## src/rtl/writeback_if.sv

```systemverilog
// Writeback-stage bus: M-stage inputs, decode read ports and W/status outputs.
// The pipeline drives through master; the writeback block sits on slave.
interface writeback_if #(
  parameter int unsigned CNT_W = 32
);
  logic             W_stall_i;
  logic             W_bubble_i;
  logic [3:0]       m_stat_i;
  logic [3:0]       M_icode_i;
  logic [63:0]      M_valE_i;
  logic [63:0]      m_valM_i;
  logic [3:0]       M_dstE_i;
  logic [3:0]       M_dstM_i;
  logic [3:0]       srcA_i;
  logic [3:0]       srcB_i;
  logic [63:0]      rvalA_o;
  logic [63:0]      rvalB_o;
  logic [3:0]       W_stat_o;
  logic [3:0]       W_icode_o;
  logic [3:0]       W_dstE_o;
  logic [3:0]       W_dstM_o;
  logic [63:0]      W_valE_o;
  logic [63:0]      W_valM_o;
  logic [3:0]       Stat_o;
  logic             halted_o;
  logic [CNT_W-1:0] retired_o;

  modport master (
    output W_stall_i, W_bubble_i, m_stat_i, M_icode_i, M_valE_i, m_valM_i,
           M_dstE_i, M_dstM_i, srcA_i, srcB_i,
    input  rvalA_o, rvalB_o, W_stat_o, W_icode_o, W_dstE_o, W_dstM_o,
           W_valE_o, W_valM_o, Stat_o, halted_o, retired_o
  );

  modport slave (
    input  W_stall_i, W_bubble_i, m_stat_i, M_icode_i, M_valE_i, m_valM_i,
           M_dstE_i, M_dstM_i, srcA_i, srcB_i,
    output rvalA_o, rvalB_o, W_stat_o, W_icode_o, W_dstE_o, W_dstM_o,
           W_valE_o, W_valM_o, Stat_o, halted_o, retired_o
  );
endinterface

```

## src/rtl/writeback.sv

```systemverilog
// Y86-64 writeback stage: W pipeline register, 15x64 register file with
// E/M write ports, sticky RUN/HALT/ERR status FSM and retired-instruction counter.
module writeback #(
  parameter int unsigned CNT_W = 32
) (
  input  logic        clk_i,
  input  logic        rst_i,
  writeback_if.slave  wb
);

  localparam int unsigned XLEN = 64;
  localparam int unsigned NREG = 15;
  localparam int unsigned FW   = 4;

  localparam logic [FW-1:0] SAOK  = FW'(1);
  localparam logic [FW-1:0] SHLT  = FW'(2);
  localparam logic [FW-1:0] SADR  = FW'(3);
  localparam logic [FW-1:0] SINS  = FW'(4);
  localparam logic [FW-1:0] INOP  = FW'(1);
  localparam logic [FW-1:0] RNONE = FW'(15);

  typedef enum logic [1:0] {
    ST_RUN  = 2'd0,
    ST_HALT = 2'd1,
    ST_ERR  = 2'd2
  } state_t;

  state_t            state_q, state_d;
  logic [FW-1:0]     stat_q, stat_d;
  logic              halted_q, halted_d;

  logic [FW-1:0]     w_stat_q;
  logic [FW-1:0]     w_icode_q;
  logic [FW-1:0]     w_dste_q;
  logic [FW-1:0]     w_dstm_q;
  logic [XLEN-1:0]   w_vale_q;
  logic [XLEN-1:0]   w_valm_q;

  logic [XLEN-1:0]   regs_q [NREG];
  logic [CNT_W-1:0]  retired_q;

  logic running;
  logic wr_en;
  logic retire;

  assign running = (state_q == ST_RUN);
  assign wr_en   = running && (w_stat_q == SAOK);
  // A halting instruction retires on the edge that moves the FSM to HALT.
  assign retire  = running &&
                   (((w_stat_q == SAOK) && (w_icode_q != INOP) && !wb.W_stall_i) ||
                    (w_stat_q == SHLT));

  // Status FSM next state: exceptions latch the W status code and stick.
  always_comb begin
    state_d  = state_q;
    stat_d   = stat_q;
    halted_d = halted_q;
    if (state_q == ST_RUN) begin
      case (w_stat_q)
        SHLT: begin
          state_d  = ST_HALT;
          stat_d   = w_stat_q;
          halted_d = 1'b1;
        end
        SADR, SINS: begin
          state_d  = ST_ERR;
          stat_d   = w_stat_q;
          halted_d = 1'b1;
        end
        default: ;
      endcase
    end
  end

  always_ff @(posedge clk_i or posedge rst_i) begin
    if (rst_i) begin
      state_q  <= ST_RUN;
      stat_q   <= SAOK;
      halted_q <= 1'b0;
    end else begin
      state_q  <= state_d;
      stat_q   <= stat_d;
      halted_q <= halted_d;
    end
  end

  // W pipeline register; stall beats bubble, and everything freezes off RUN.
  always_ff @(posedge clk_i or posedge rst_i) begin
    if (rst_i) begin
      w_stat_q  <= SAOK;
      w_icode_q <= INOP;
      w_dste_q  <= RNONE;
      w_dstm_q  <= RNONE;
      w_vale_q  <= '0;
      w_valm_q  <= '0;
    end else if (running && !wb.W_stall_i) begin
      if (wb.W_bubble_i) begin
        w_stat_q  <= SAOK;
        w_icode_q <= INOP;
        w_dste_q  <= RNONE;
        w_dstm_q  <= RNONE;
        w_vale_q  <= '0;
        w_valm_q  <= '0;
      end else begin
        w_stat_q  <= wb.m_stat_i;
        w_icode_q <= wb.M_icode_i;
        w_dste_q  <= wb.M_dstE_i;
        w_dstm_q  <= wb.M_dstM_i;
        w_vale_q  <= wb.M_valE_i;
        w_valm_q  <= wb.m_valM_i;
      end
    end
  end

  // Register file: port M is written last so it wins on dstE == dstM.
  always_ff @(posedge clk_i or posedge rst_i) begin
    if (rst_i) begin
      for (int unsigned i = 0; i < NREG; i++) begin
        regs_q[i] <= '0;
      end
    end else if (wr_en) begin
      if (w_dste_q != RNONE) begin
        regs_q[w_dste_q] <= w_vale_q;
      end
      if (w_dstm_q != RNONE) begin
        regs_q[w_dstm_q] <= w_valm_q;
      end
    end
  end

  always_ff @(posedge clk_i or posedge rst_i) begin
    if (rst_i) begin
      retired_q <= '0;
    end else if (retire) begin
      retired_q <= retired_q + CNT_W'(1);
    end
  end

  // Combinational reads without bypass; decode forwards from the W fields.
  assign wb.rvalA_o = (wb.srcA_i == RNONE) ? '0 : regs_q[wb.srcA_i];
  assign wb.rvalB_o = (wb.srcB_i == RNONE) ? '0 : regs_q[wb.srcB_i];

  assign wb.W_stat_o  = w_stat_q;
  assign wb.W_icode_o = w_icode_q;
  assign wb.W_dstE_o  = w_dste_q;
  assign wb.W_dstM_o  = w_dstm_q;
  assign wb.W_valE_o  = w_vale_q;
  assign wb.W_valM_o  = w_valm_q;
  assign wb.Stat_o    = stat_q;
  assign wb.halted_o  = halted_q;
  assign wb.retired_o = retired_q;

endmodule

```

## src/flat_wrapper.sv

```systemverilog
// flat-port wrapper written by rule: the top's interface ports become plain ports
module writeback_flat 
#(
  parameter int unsigned CNT_W = 32
)
  (clk_i, rst_i, wb_W_stall_i, wb_W_bubble_i, wb_m_stat_i, wb_M_icode_i, wb_M_valE_i, wb_m_valM_i, wb_M_dstE_i, wb_M_dstM_i, wb_srcA_i, wb_srcB_i, wb_rvalA_o, wb_rvalB_o, wb_W_stat_o, wb_W_icode_o, wb_W_dstE_o, wb_W_dstM_o, wb_W_valE_o, wb_W_valM_o, wb_Stat_o, wb_halted_o, wb_retired_o);
  writeback_if #(.CNT_W(CNT_W)) wb_i ();
  input  logic clk_i;
  input  logic rst_i;
  input wire logic [$bits(wb_i.W_stall_i)-1:0] wb_W_stall_i;
  input wire logic [$bits(wb_i.W_bubble_i)-1:0] wb_W_bubble_i;
  input wire logic [$bits(wb_i.m_stat_i)-1:0] wb_m_stat_i;
  input wire logic [$bits(wb_i.M_icode_i)-1:0] wb_M_icode_i;
  input wire logic [$bits(wb_i.M_valE_i)-1:0] wb_M_valE_i;
  input wire logic [$bits(wb_i.m_valM_i)-1:0] wb_m_valM_i;
  input wire logic [$bits(wb_i.M_dstE_i)-1:0] wb_M_dstE_i;
  input wire logic [$bits(wb_i.M_dstM_i)-1:0] wb_M_dstM_i;
  input wire logic [$bits(wb_i.srcA_i)-1:0] wb_srcA_i;
  input wire logic [$bits(wb_i.srcB_i)-1:0] wb_srcB_i;
  output wire logic [$bits(wb_i.rvalA_o)-1:0] wb_rvalA_o;
  output wire logic [$bits(wb_i.rvalB_o)-1:0] wb_rvalB_o;
  output wire logic [$bits(wb_i.W_stat_o)-1:0] wb_W_stat_o;
  output wire logic [$bits(wb_i.W_icode_o)-1:0] wb_W_icode_o;
  output wire logic [$bits(wb_i.W_dstE_o)-1:0] wb_W_dstE_o;
  output wire logic [$bits(wb_i.W_dstM_o)-1:0] wb_W_dstM_o;
  output wire logic [$bits(wb_i.W_valE_o)-1:0] wb_W_valE_o;
  output wire logic [$bits(wb_i.W_valM_o)-1:0] wb_W_valM_o;
  output wire logic [$bits(wb_i.Stat_o)-1:0] wb_Stat_o;
  output wire logic [$bits(wb_i.halted_o)-1:0] wb_halted_o;
  output wire logic [$bits(wb_i.retired_o)-1:0] wb_retired_o;
  assign wb_i.W_stall_i = wb_W_stall_i;
  assign wb_i.W_bubble_i = wb_W_bubble_i;
  assign wb_i.m_stat_i = wb_m_stat_i;
  assign wb_i.M_icode_i = wb_M_icode_i;
  assign wb_i.M_valE_i = wb_M_valE_i;
  assign wb_i.m_valM_i = wb_m_valM_i;
  assign wb_i.M_dstE_i = wb_M_dstE_i;
  assign wb_i.M_dstM_i = wb_M_dstM_i;
  assign wb_i.srcA_i = wb_srcA_i;
  assign wb_i.srcB_i = wb_srcB_i;
  assign wb_rvalA_o = wb_i.rvalA_o;
  assign wb_rvalB_o = wb_i.rvalB_o;
  assign wb_W_stat_o = wb_i.W_stat_o;
  assign wb_W_icode_o = wb_i.W_icode_o;
  assign wb_W_dstE_o = wb_i.W_dstE_o;
  assign wb_W_dstM_o = wb_i.W_dstM_o;
  assign wb_W_valE_o = wb_i.W_valE_o;
  assign wb_W_valM_o = wb_i.W_valM_o;
  assign wb_Stat_o = wb_i.Stat_o;
  assign wb_halted_o = wb_i.halted_o;
  assign wb_retired_o = wb_i.retired_o;
  writeback #(.CNT_W(CNT_W)) u_core (.clk_i(clk_i), .rst_i(rst_i), .wb(wb_i));
endmodule
```

## config.mk

```make
export PLATFORM = sky130hd
export DESIGN_NAME = writeback_flat
export DESIGN_NICKNAME = d
export VERILOG_FILES = /design/src/rtl/writeback_if.sv /design/src/rtl/writeback.sv /design/src/flat_wrapper.sv
export SDC_FILE = /design/constraint.sdc
export NUM_CORES = 2
export LEC_CHECK = 0
export CORE_ASPECT_RATIO = 0.75
export CORE_MARGIN = 2
export CORE_UTILIZATION = 38
export DETAILED_ROUTE_END_ITERATION = 8
export PLACE_DENSITY_LB_ADDON = 0.08
export SYNTH_ARGS = -nofsm -noshare
export SYNTH_HDL_FRONTEND = slang
export SYNTH_SLANG_ARGS = --single-unit
```

## constraint.sdc

```tcl
create_clock -name clk_i -period 54.1 [get_ports clk_i]
set_clock_uncertainty 0.1 [all_clocks]
set_input_delay 10.82 -clock clk_i [delete_from_list [all_inputs] [get_ports clk_i]]
set_output_delay 10.82 -clock clk_i [all_outputs]
set_load 0.01 [all_outputs]
```

==> impl_metrics.yaml <==
floorplan:
  die-area_um2: 173000
  start_util_pct: 38.4
  io_pins: 465
  rows: 130
  placeableCoreArea_um2: 168000
  die_y_um: 361
  dieWidth_um: 479
clocking:
  hold_buffers: 0
  cts-buffers-inserted: 135
  clockRootBuffer: "clkbuf_16"
  cts.htree.levels: 4
  tritoncts: "done"
  ctsResizeCount: 0
  clk_latency_ns: 0.81
  clock-sinks: 1143
  clk_pin_slew_ns: 0.06
  cts_buffer_depth: 3
  cts_setup_buffers: 0
min_path:
  hold_path.class: "reg2reg"
timing:
  slew_viol_final: 0
  max_freq_ghz: 0.0389
  layout_min_cycle_time_ns: 25.74
  hold_violations: 0
  fin_crit_sh_pct: 47.6
  setup_viol: 0
  worstMarginPinSlew_ns: 1.35
  layout_setup_ws_ns: 28.36
  rsz0062_at_grt: "no"
  timing.setup.tns_ns: 0
  relSlewSlack_pct: 9.88
run:
  maxCapViolCount: 0
power_and_ir_drop:
  p_leak_nw: 31.4
  p_per_area_nw_per_um2: 60.1
  fin_total_pwr_mw: 4.49
  peakVddDrop_uv: 36.0
layout:
  area_growth_pct: 15.9
  fin_area_um2: 74600
  drive_above_1_share_pct: 12.2
  stdcell_count: 9016
  layout_common_cells: "dfrtp_1 (1132), o22ai_1 (1047), a21oi_1 (993)"
  num-nets-final: 6814
  final_common_cell: "dfrtp_1"
route:
  wirelength_um: 328000
  vias: 62700
  drt_first_iter_violations: 9864
  wl_per_cell_um: 36.4
  drc: 0
  firstDrtPassIters: 6
  via_per_inst: 6.95
  drtAntennaViolNets: 0
placement:
  dp_cells: 8764
  placed_cell_area_um2: 70000
  port_buffers: 464
  place.gp.congestion: 0.854
  dp_slack_ns: 28.30
  place_hpwl_um: 176000
critical_path:
  arrival_ns: 14.82
  cp_max_fo: 51
  cp-start-kind: "input port"
  required_ns: 43.18
  crit_type: "in2out"
  cp-end-kind: "primary output"
global_routing:
  grt_util_all_layers_pct: 36.9
  grt_antenna_before_repair: 14
  first_global_vias: 59400
  grt-ovfl-total: 0
  grt_pass1_wl_um: 463000
  grt_start_max_net_pins: 201
outcome:
  status: "finished, final reports clean"
logic_synthesis:
  syn_inst: 6763
  synth_enable_flop_cells: 0
  synth_top_area_share_pct: 44.0
  synth_warnings: 0
  yosys-top-cells-area: "dfrtp_1 (44%), mux4_2 (12%), o22ai_1 (10%)"
  ys_ff_latch: 1143
  yosys_most_used_dff: "dfrtp_1"
  syn_area_um2: 64400
  syn_nets: 6920
  yosysSeqAreaShare_pct: 44.4
  synth.avg_cell_area_um2: 9.52
  synth.largest_area_cell: "dfrtp_1"
  synthArstFlopShare_pct: 100
  synth_cell_types: 52
-- critical path, stage by stage --
cell             delay (ns)
buf_6                  0.53
buf_4                  0.88
nand2b_2               0.67
buf_4                  0.41
o22ai_1                0.12
nor2_1                 0.60
clkdlybuf4s50_1        0.67
-- cell usage after synthesis, types with 109 or more instances --
cell type / count
mux4_2: 340
dfrtp_1: 1132
buf_2: 132
nor2_1: 972
nand2_1: 401
clkbuf_1: 595
mux2i_1: 217
o21ai_0: 123
nand3b_1: 136
a21oi_1: 993
o22ai_1: 1047
buf_1: 109
-- per-layer routing --
metal  vias to the layer above  routed length [um]  global-route usage, %
met5                         -                  53                      0
met4                         8               15700                   15.6
met3                       892               40700                   10.7
met2                      4790              138000                   52.5
met1                     32100              133000                   52.1
li1                      24900                   -                      -
-- through the flow --
step           utilization (%)  hold WS [ns]
6_report                  44.5         0.370
5_1_grt                   44.5         0.408
4_1_cts                   44.5         0.372
3_5_place_dp              41.7         0.351
3_3_place_gp              41.7         0.358
2_1_floorplan                -         0.363
-- registers in the layout, indices dropped and copies added (netlist names) --
| name | flops |
|---|---|
| u_core.wb.W_dstE_o | 4 |
| u_core.wb.W_dstM_o | 4 |
| u_core.wb.W_stat_o | 4 |
| u_core.wb.W_valE_o | 64 |
| u_core.regs_q | 960 |
| u_core.wb.W_icode_o | 4 |
| u_core.wb.Stat_o | 4 |
| u_core.state_q | 2 |
| u_core.wb.halted_o | 1 |
| u_core.wb.W_valM_o | 64 |
| u_core.wb.retired_o | 32 |
-- cell type report --
type                       count  area (um2)
fill                       16100       93200
multi-input combinational   4768       32800
sequential                  1143       28600
inverter                       9        41.3
tap                         2244        2810
clock buffer                 196        3990
antenna                        7        17.5
clock inverter                49         623
timing repair buffer         600        5730
-- where the power goes --
part           switching (mW)  total [mW]  internal (mW)
combinational           0.983        1.76          0.773
sequential              0.522        1.74           1.22
clock                   0.410       0.984          0.574
-- kinds of logic after synthesis --
group	count (synthesis)	synth area share [%]
AO/OA/AOI/OAI	2405	22.1
XOR/XNOR	31	0.422
adder cells (fa/ha/maj)	1	0.0194
buffers and inverters	852	5.30
flip-flops	1143	44.4
multiplexers	605	16.1
AND/OR/NAND/NOR	1726	11.7
-- final timing paths --
check                                              startpoint                                  to  slack [ns]  cells past startpoint
min                        u_core.wb.W_icode_o[0]$_DFFE_PP1P_  u_core.wb.W_icode_o[0]$_DFFE_PP1P_        0.37                      2
max in group asynchronous                               rst_i       u_core.regs_q[85]$_DFFE_PP0P_       40.34                      5
min in group asynchronous                               rst_i  u_core.wb.W_valM_o[45]$_DFFE_PP0P_       10.39                      2
max reg2reg                 u_core.wb.W_stat_o[2]$_DFFE_PP0P_      u_core.regs_q[560]$_DFFE_PP0P_       48.70                      8
max                                              wb_srcA_i[2]                       wb_rvalA_o[9]       28.36                      7
min reg2reg                u_core.wb.W_icode_o[0]$_DFFE_PP1P_  u_core.wb.W_icode_o[0]$_DFFE_PP1P_        0.37                      2
Power figures use the tool's default switching activity.
